File: src/rtl/redirect_ctrl.sv
// redirect_ctrl
//   Sequences front-end redirects. Picks the oldest pending redirect request
//   (wb > priv > ex1 > id), holds its target until IF0 accepts it, drains the
//   caches first for barrier-type privileged refetches, and keeps fetch stalled
//   for FLUSH_HOLD cycles after every accepted redirect.
//
// Ports
//   clk, rst                    clock, asynchronous active-high reset
//   wb_req/wb_pc                WB redirect (exception/ertn)
//   priv_req/priv_barrier/priv_pc  privileged refetch, barrier => drain caches
//   ex1_req/ex1_pc              EX1 branch mispredict
//   id_req/id_pc                ID predecode jump
//   icache_idle, dcache_idle    caches have nothing outstanding
//   if0_ready                   IF0 takes the redirect this cycle
//   redir_valid/redir_pc/redir_src  redirect offered to IF0 (src 3=wb 2=priv 1=ex1 0=id)
//   latch_pulse                 one cycle high when a request is latched
//   fetch_stall                 fetch must not issue
//   redir_cnt                   saturating count of accepted redirects
module redirect_ctrl #(
    parameter int PC_W       = 32,
    parameter int FLUSH_HOLD = 2,
    parameter int CNT_W      = 32
) (
    input  logic             clk,
    input  logic             rst,
    input  logic             wb_req,
    input  logic [PC_W-1:0]  wb_pc,
    input  logic             priv_req,
    input  logic             priv_barrier,
    input  logic [PC_W-1:0]  priv_pc,
    input  logic             ex1_req,
    input  logic [PC_W-1:0]  ex1_pc,
    input  logic             id_req,
    input  logic [PC_W-1:0]  id_pc,
    input  logic             icache_idle,
    input  logic             dcache_idle,
    input  logic             if0_ready,
    output logic             redir_valid,
    output logic [PC_W-1:0]  redir_pc,
    output logic [1:0]       redir_src,
    output logic             latch_pulse,
    output logic             fetch_stall,
    output logic [CNT_W-1:0] redir_cnt
);

    localparam int HW = (FLUSH_HOLD > 0) ? $clog2(FLUSH_HOLD + 1) : 1;

    typedef enum logic [1:0] {
        IDLE,
        DRAIN,
        ISSUE,
        HOLD
    } state_t;

    state_t          state_q, state_d;
    logic [HW-1:0]   hold_q, hold_d;
    logic [PC_W-1:0] pc_d;
    logic [1:0]      src_d;
    logic            latch_d;
    logic [CNT_W-1:0] cnt_d;

    // Fixed-priority selection of the oldest request
    logic            win_any;
    logic [1:0]      win_src;
    logic [PC_W-1:0] win_pc;
    logic            win_bar;
    logic            win_higher;

    always_comb begin
        win_any = wb_req | priv_req | ex1_req | id_req;
        win_src = '0;
        win_pc  = '0;
        win_bar = 1'b0;
        if (wb_req) begin
            win_src = 2'd3;
            win_pc  = wb_pc;
        end else if (priv_req) begin
            win_src = 2'd2;
            win_pc  = priv_pc;
            win_bar = priv_barrier;
        end else if (ex1_req) begin
            win_src = 2'd1;
            win_pc  = ex1_pc;
        end else if (id_req) begin
            win_src = 2'd0;
            win_pc  = id_pc;
        end
        // Only a strictly older request may displace the latched one
        win_higher = win_any && (win_src > redir_src);
    end

    always_comb begin
        state_d = state_q;
        hold_d  = hold_q;
        pc_d    = redir_pc;
        src_d   = redir_src;
        latch_d = 1'b0;
        cnt_d   = redir_cnt;

        unique case (state_q)
            IDLE: begin
                if (win_any) begin
                    latch_d = 1'b1;
                end
            end
            DRAIN: begin
                if (wb_req) begin
                    latch_d = 1'b1;
                end else if (icache_idle && dcache_idle) begin
                    state_d = ISSUE;
                end
            end
            ISSUE: begin
                if (redir_valid && if0_ready) begin
                    if (redir_cnt != '1) begin
                        cnt_d = redir_cnt + CNT_W'(1);
                    end
                    if (FLUSH_HOLD == 0) begin
                        state_d = IDLE;
                    end else begin
                        state_d = HOLD;
                        hold_d  = HW'(FLUSH_HOLD);
                    end
                end
                // An older request arriving with the handshake replaces the
                // hold window entirely; the latch below overrides state_d.
                if (win_higher) begin
                    latch_d = 1'b1;
                end
            end
            HOLD: begin
                if (win_any) begin
                    latch_d = 1'b1;
                end else if (hold_q <= HW'(1)) begin
                    state_d = IDLE;
                    hold_d  = '0;
                end else begin
                    hold_d = hold_q - HW'(1);
                end
            end
            default: state_d = IDLE;
        endcase

        if (latch_d) begin
            pc_d    = win_pc;
            src_d   = win_src;
            hold_d  = '0;
            state_d = win_bar ? DRAIN : ISSUE;
        end
    end

    always_ff @(posedge clk or posedge rst) begin
        if (rst) begin
            state_q     <= IDLE;
            hold_q      <= '0;
            redir_valid <= 1'b0;
            redir_pc    <= '0;
            redir_src   <= '0;
            latch_pulse <= 1'b0;
            fetch_stall <= 1'b0;
            redir_cnt   <= '0;
        end else begin
            state_q     <= state_d;
            hold_q      <= hold_d;
            redir_valid <= (state_d == ISSUE);
            redir_pc    <= pc_d;
            redir_src   <= src_d;
            latch_pulse <= latch_d;
            fetch_stall <= (state_d != IDLE);
            redir_cnt   <= cnt_d;
        end
    end

endmodule

File: config.mk
export PLATFORM = sky130hd
export DESIGN_NAME = redirect_ctrl
export DESIGN_NICKNAME = d
export VERILOG_FILES = /design/src/rtl/redirect_ctrl.sv
export SDC_FILE = /design/constraint.sdc
export NUM_CORES = 1
export LEC_CHECK = 0
export ABC_AREA = 1
export ABC_CLOCK_PERIOD_IN_PS = 3300
export CAP_MARGIN = 25
export CELL_PAD_IN_SITES_DETAIL_PLACEMENT = 1
export CELL_PAD_IN_SITES_GLOBAL_PLACEMENT = 1
export CORE_UTILIZATION = 31
export DETAILED_ROUTE_END_ITERATION = 7
export PLACE_DENSITY_LB_ADDON = 0.1
export SYNTH_ARGS = -nofsm -noshare
export SYNTH_HDL_FRONTEND = slang
export SYNTH_SLANG_ARGS = --single-unit
File: constraint.sdc
create_clock -name clk -period 3.3 [get_ports clk]
set_input_delay 0.33 -clock clk [delete_from_list [all_inputs] [get_ports clk]]
set_output_delay 0.33 -clock clk [all_outputs]
set_load 0.05 [all_outputs]
==> flow_summary.json <==
{
  "nets": 1015,
  "cp-end-kind": "register",
  "synth_top_area_share": 0.3924,
  "gp_congestion": 0.9001,
  "final_antenna_net_count": 0,
  "fp.coreArea_um2": 14590,
  "period_share": 0.7399,
  "first_pass_iters": 4,
  "dr_total_vias": 5231,
  "io_buffers": 206,
  "slew_violations": 0,
  "die_h_um": 124.6,
  "holdBufCountCts": 0,
  "period_minus_slack_ns": 2.442,
  "grt_pass1_vias": 5798,
  "grt_max_degree": 74,
  "min_path_type": "input port to async pin",
  "num-fill-cells": 1861,
  "io-pin-count": 207,
  "yosys_most_used_dff": "dfrtp_1",
  "antenna_found_initial": 1,
  "fin_skew_ns": 0.004917,
  "outcome": "complete, no violations",
  "drcViolationCount": 0,
  "crit_path_start_kind": "input port",
  "ys_warn_count": 0,
  "cts_buffer_depth": 2,
  "grt.overflow.total": 0,
  "clock-sinks": 73,
  "fp.dieW_um": 124.6,
  "setup_viol": 0,
  "setup_slack_ns": 0.8584,
  "synth_area_leader_cell": "dfrtp_1",
  "ctsHtreeMaxLevel": 3,
  "wire_per_inst_um": 16.93,
  "async_reset_ff_frac": 1.000,
  "syn_nets": 821,
  "hold_viol": 0,
  "finalPower_mw": 5.574,
  "start_util": 0.3191,
  "root_buffer": "clkbuf_16",
  "drive_gt1_frac": 0.04800,
  "max_freq_ghz": 0.4096,
  "grt_pass1_wl_um": 29450,
  "crit_type": "input port to register",
  "avgSynthCellArea_um2": 6.887,
  "insertion_delay_ns": 0.34,
  "rsz0062_at_grt": "no",
  "pwr_density_cell_nw_per_um2": 774.8,
  "synth.distinct_cells": 28,
  "synth_edf_count": 0,
  "cts-resized-gates": 0,
  "drt_iter0_drc": 187,
  "synth_seq_cells": 73,
  "path_clk_slew_ns": 0.06,
  "ir_drop_mv": 0.3468,
  "seq_area_um2": 1827,
  "routed_via_density": 4.935,
  "worstPathMaxFanout": 49,
  "fin_util": 0.4931,
  "worstPathRequired_ns": 3.57,
  "multi_input_area_um2": 2519,
  "yosysSeqAreaShare": 0.3924,
  "slew_headroom": 0.6200,
  "postPlaceCellArea_um2": 6855,
  "p_leak_nw": 3.053,
  "tightest_slew_ns": 0.5680,
  "tns_ns": 0,
  "synth_area_leaders": "dfrtp_1 (39%), nand2_1 (20%), nand3_1 (6.8%)",
  "design_area_um2": 7194,
  "grt_usage": 0.2406,
  "syn-cell-area_um2": 4656,
  "numCtsBuffers": 9,
  "dp_hpwl_um": 13920,
  "area_delta_synth_final_pct": 54.53,
  "maxCapViolCount": 0,
  "placementRows": 44,
  "cts_tree": "yes",
  "drt_wl_total_um": 17940,
  "pre_cts_ws_ns": 0.4958,
  "synthCells": 676,
  "post_cts_buffers": 0,
  "dieArea_um2": 15510,
  "crit_arrival_ns": 2.71
}
path summary, 6_finish.rpt:
| path | slack, ns | depth (start not counted) | startpoint | to |
|---|---|---|---|---|
| max in group asynchronous | 2.38 | 4 | rst | redir_pc[29]$_DFFE_PP0P_ |
| min | 0.34 | 3 | rst | redir_cnt[31]$_DFFE_PP0P_ |
| max | 0.86 | 14 | priv_req | fetch_stall$_DFF_PP0_ |
| min in group clk | 0.49 | 2 | redir_pc[22]$_DFFE_PP0P_ | redir_pc[22]$_DFFE_PP0P_ |
| max reg2reg | 1.20 | 9 | redir_cnt[0]$_DFFE_PP0P_ | redir_cnt[1]$_DFFE_PP0P_ |
| min reg2reg | 0.49 | 2 | redir_pc[22]$_DFFE_PP0P_ | redir_pc[22]$_DFFE_PP0P_ |
report_power, final:
| group | leakage (nW) | internal (mW) | switching (mW) |
|---|---|---|---|
| clock network | 0.153 | 0.647 | 0.384 |
| registers | 0.916 | 1.22 | 0.220 |
| logic | 1.98 | 1.02 | 2.08 |
| total | 3.05 | 2.89 | 2.68 |
registers in the layout (all words and copies together) (netlist names):
register     flops
redir_valid      1
redir_src        2
redir_pc        32
hold_q           2
fetch_stall      1
redir_cnt       32
state_q          2
latch_pulse      1
final cells by class:
class                      count  area share
clock inverter                 2    0.004870
inverter                      38     0.01983
timing repair buffer         217      0.3009
multi-input combinational    531      0.3501
tap                          184     0.03200
antenna                        1   0.0003478
sequential                    73      0.2539
clock buffer                  14     0.03809
worst max-delay path: stages:
cell and delay (ns):
clkdlybuf4s50_1 0.56, inv_1 0.06, nand2_1 0.05, inv_1 0.05
nor2_1 0.15, ha_1 0.27, a21oi_1 0.17, nand2_1 0.07
nand2_1 0.06, nand2_1 0.05, nand2_1 0.07, buf_4 0.43
o21ai_0 0.23, nand4_1 0.14
per-stage QoR:
stage	hold WS, ns	instances
floorplan	0.4846	676
global placement	0.4705	1042
detailed placement	0.4817	1042
CTS	0.4978	1058
global route	0.3818	1060
finish	0.3399	1060
layout by cell type (no fill, tap or decap):
| cell type | Yosys | layout |
|---|---|---|
| a21oi_1 | 16 | 16 |
| a21oi_2 | 1 | 1 |
| a31oi_1 | 42 | 42 |
| buf_16 | 0 | 1 |
| buf_4 | 3 | 10 |
| bufinv_16 | 0 | 1 |
| clkbuf_1 | 12 | 2 |
| clkbuf_16 | 0 | 9 |
| clkbuf_8 | 0 | 3 |
| clkdlybuf4s50_1 | 0 | 206 |
| clkinv_2 | 0 | 1 |
| dfrtp_1 | 73 | 73 |
| diode_2 | 0 | 1 |
| ha_1 | 7 | 7 |
| inv_1 | 36 | 34 |
| inv_2 | 2 | 4 |
| nand2_1 | 253 | 253 |
| nand2_2 | 1 | 1 |
| nand3_1 | 63 | 63 |
| nand3_2 | 2 | 2 |
| nand4_1 | 5 | 5 |
| nand4_2 | 1 | 1 |
| nor2_1 | 74 | 74 |
| nor2_2 | 5 | 5 |
| nor2_4 | 2 | 2 |
| nor3b_4 | 0 | 1 |
| o21ai_0 | 17 | 17 |
| o21ai_1 | 13 | 13 |
| o21bai_1 | 1 | 1 |
| xnor2_1 | 15 | 15 |
| xor2_1 | 12 | 12 |
logic make-up after synthesis:
| family | after synthesis | synth area share |
|---|---|---|
| and+or+nand+nor | 407 | 0.3607 |
| AOI/OAI and AO/OA | 90 | 0.1094 |
| DFF | 73 | 0.3924 |
| buffers and inverters | 72 | 0.06799 |
| xor gates and xnor gates | 27 | 0.05079 |
| adders and majority gates | 7 | 0.01881 |
routing by layer:
metal  vias up  track usage  share of wire
met4         0      0.08788          0.026
met2       151       0.4452           0.53
met3        27      0.07603          0.066
li1       2578            -              -
met1      2475       0.2522           0.38
met5         -            0              0
cell usage after synthesis (5+ instances only):
cell      instances
a21oi_1          16
nand3_1          63
dfrtp_1          73
nor2_1           74
o21ai_0          17
inv_1            36
ha_1              7
buf_2            13
nand4_1           5
o21ai_1          13
nand2_1         253
xor2_1           12
nor2_2            5
xnor2_1          15
a31oi_1          42
clkbuf_1         12
(Power assumes the default switching activity.)
==> variant: new RTL, config.mk and constraints unchanged <==
`CNT_W`: 32 -> 36.
--- a/src/rtl/redirect_ctrl.sv
+++ b/src/rtl/redirect_ctrl.sv
@@ -19,7 +19,7 @@
 module redirect_ctrl #(
     parameter int PC_W       = 32,
     parameter int FLUSH_HOLD = 2,
-    parameter int CNT_W      = 32
+    parameter int CNT_W      = 36
 ) (
     input  logic             clk,
     input  logic             rst,
Ports: changed (resized redir_cnt); port bits go from 207 to 211. The function was not compared with the original's and may differ.
==> variant against the original RTL <==
Synthesized area rose by 8.0%. Routed wire length rose by 9.0%. First-iteration DRC count fell by 8.0%. Power rose by 2.4%. Final area rose by 5.8%. Sequential cell count rose by 4. Worst setup slack improved by 0.15 ns. Sequential share of layout area fell by 0.087 points. Clock power fell by 9.9%. Count of clock-buffer cells in the layout fell by 2. Critical path type is now reg2reg. Largest power group unchanged.
==> variant: results (changes against the original RTL) <==
Yosys
  • Post-Syn Nets: 884 (+7.7%)
  • Fraction of the yosys area taken by sequential cells: 38.3% (-0.93 points)
  • Top cells by area, synth: dfrtp_1, nand2_1, nor2_1
  • Post-synth top cells: nand2_1, nor2_1, dfrtp_1
  • Distinct cells, synth: 31 (+11%)
  • Async SR Flop Fraction: 100% (unchanged)
  • Yosys Warn Count: 0 (unchanged)
  • Synth Flop Type: dfrtp_1

Clock tree
  • PostCTS Resize Cnt: 0 (unchanged)
  • Post-CTS Setup Inserts: 0 (unchanged)
  • Clock Path Buffers: 2 (unchanged)
  • CTS Buf Count: 9 (unchanged)
  • CTS root buf: clkbuf_16
  • Clock slew at reported path FFs: 0.06 ns (about the same)
  • Worst-Skew Late Latency: 0.35 ns
  • H-Tree Depth: 3 (unchanged)

Worst setup path
  • FF-to-FF path depth: 10 (+1)
  • Crit Path Class: reg2reg
  • Crit path DAT: 2.56 ns (-0.15 ns)
  • FF-to-FF End: redir_cnt[0]$_DFFE_PP0P_
  • Critical Path Start: redir_cnt[0]$_DFFE_PP0P_
  • Critical-path top delay cell: dfrtp_1
  • Worst-path fanout max: 22 (-55%)
  • CP peak stage delay: 0.52 ns (-0.04 ns)
  • Reg-to-reg setup timing slack: 1.01 ns (-0.19 ns)

Detailed routing
  • WL final: 19.6 mm (+9.0%)
  • DRT iter0 DRCs: 172 (-8.0%)
  • First-pass detailed-route iteration total: 4 (unchanged)
  • Via density: 4.95 (+0.23%)

Placement
  • Port bufs: 210 (+1.9%)
  • DP Wirelength: 15.7 mm (+13%)
  • Pre-CTS setup slack: 0.713 ns (+0.217 ns)
  • GPL Wtd Cong: 0.870 (-3.4%)

Finish
  • Share of cells above drive strength 1: 5.21% (+0.41 points)
  • Top Registers: redir_cnt x36, redir_pc x32
  • # nets final: 1083 (+6.7%)
  • Fillers: 1999 (+7.4%)
  • Antenna diodes: 0 (-1)

Timing
  • Setup TNS: 0 ns (unchanged)
  • Clock Skew: 0.00392 ns (-0.00100 ns)
  • Slew headroom: 56.0% (-6.0 points)
  • Achievable frequency: 436 MHz (+6.4%)

Global routing
  • Initial antenna violation count: 0 (-1)
  • Pin count of the biggest net entering global routing: 57 (-23%)
  • All-Layer GR Usage: 24.4% (+0.38 points)
  • First-pass GRT wire length: 31.3 mm (+6.3%)
  • Vias in the first global route: 6170 (+6.4%)

Pwr
  • Static Leak: 0.00323 uW (+5.8%)
  • Peak VDD IR: 0.000439 V (+27%)

Worst hold path
  • Hold Path Class: in2async

Outcome
  • Outcome: finished, final reports clean
## variant: cell count changes after synthesis, sizes merged, moves of 8 or more
cell and change:
a21oi -10, a31oi +16, nand2 +47, nand3 -17
nor2 +25, o21ai -9, xnor2 -8
## variant: cell type report
type	instances	share of cell area, %
Inverter	40	2.02
Sequential cell	77	25.3
Tap cell	216	3.55
Multi-Input combinational cell	588	36.5
Clock buffer	12	3.37
Timing Repair Buffer	222	29.1
Clock inverter	2	0.131
## variant: kinds of logic after synthesis
| logic type | Yosys count | share of synthesized area (%) |
|---|---|---|
| compound gates | 99 | 12.7 |
| xor+xnor | 18 | 3.13 |
| fa+ha+maj | 7 | 1.74 |
| buf+inv | 74 | 6.57 |
| flops | 77 | 38.3 |
| simple gates | 464 | 37.5 |
## variant: report_power, final
part / switching [uW] / leakage [uW] / internal, uW / total (uW)
sequential: 249 / 0.000968 / 1280 / 1530
combinational: 2170 / 0.00213 / 1080 / 3260
clock: 389 / 0.000134 / 539 / 928
total: 2810 / 0.00323 / 2900 / 5710
## variant: worst min path at each step
stage / end / cells past startpoint / slack (ns)
global route: redir_cnt[34]$_DFFE_PP0P_ / 2 / 0.33
finish: redir_cnt[30]$_DFFE_PP0P_ / 2 / 0.30
global placement: redir_pc[7]$_DFFE_PP0P_ / 2 / 0.48
floorplan: redir_pc[25]$_DFFE_PP0P_ / 2 / 0.49
CTS: redir_pc[10]$_DFFE_PP0P_ / 2 / 0.31
detailed placement: redir_pc[7]$_DFFE_PP0P_ / 2 / 0.49
## variant: critical path, delay by kind of cell (launching register included)
kind                     cells  cell delay, ns
XOR/XNOR                     1            0.18
adder cells (fa/ha/maj)      1            0.20
AND/OR/NAND/NOR              5            0.75
flip-flops                   1            0.52
buffers and inverters        3            0.55
## variant: metal layers
| metal | vias to the layer above | share of wire (%) | GRT usage (%) |
|---|---|---|---|
| met5 | - | 0 | 0 |
| met4 | 0 | 1.7 | 7.47 |
| met3 | 25 | 7.1 | 8.09 |
| met2 | 162 | 52 | 45.3 |
| met1 | 2747 | 39 | 26.1 |
| li1 | 2789 | - | - |
## variant: per-stage QoR
step | instances | cell area [um^2] | total power, uW
after CTS | 1157 | 7610 | 5770
after global placement | 1142 | 7330 | 4670
after detailed placement | 1143 | 7350 | 4820
after global routing | 1157 | 7610 | 6090
after floorplan | 739 | 5030 | 3650
final | 1157 | 7610 | 5710
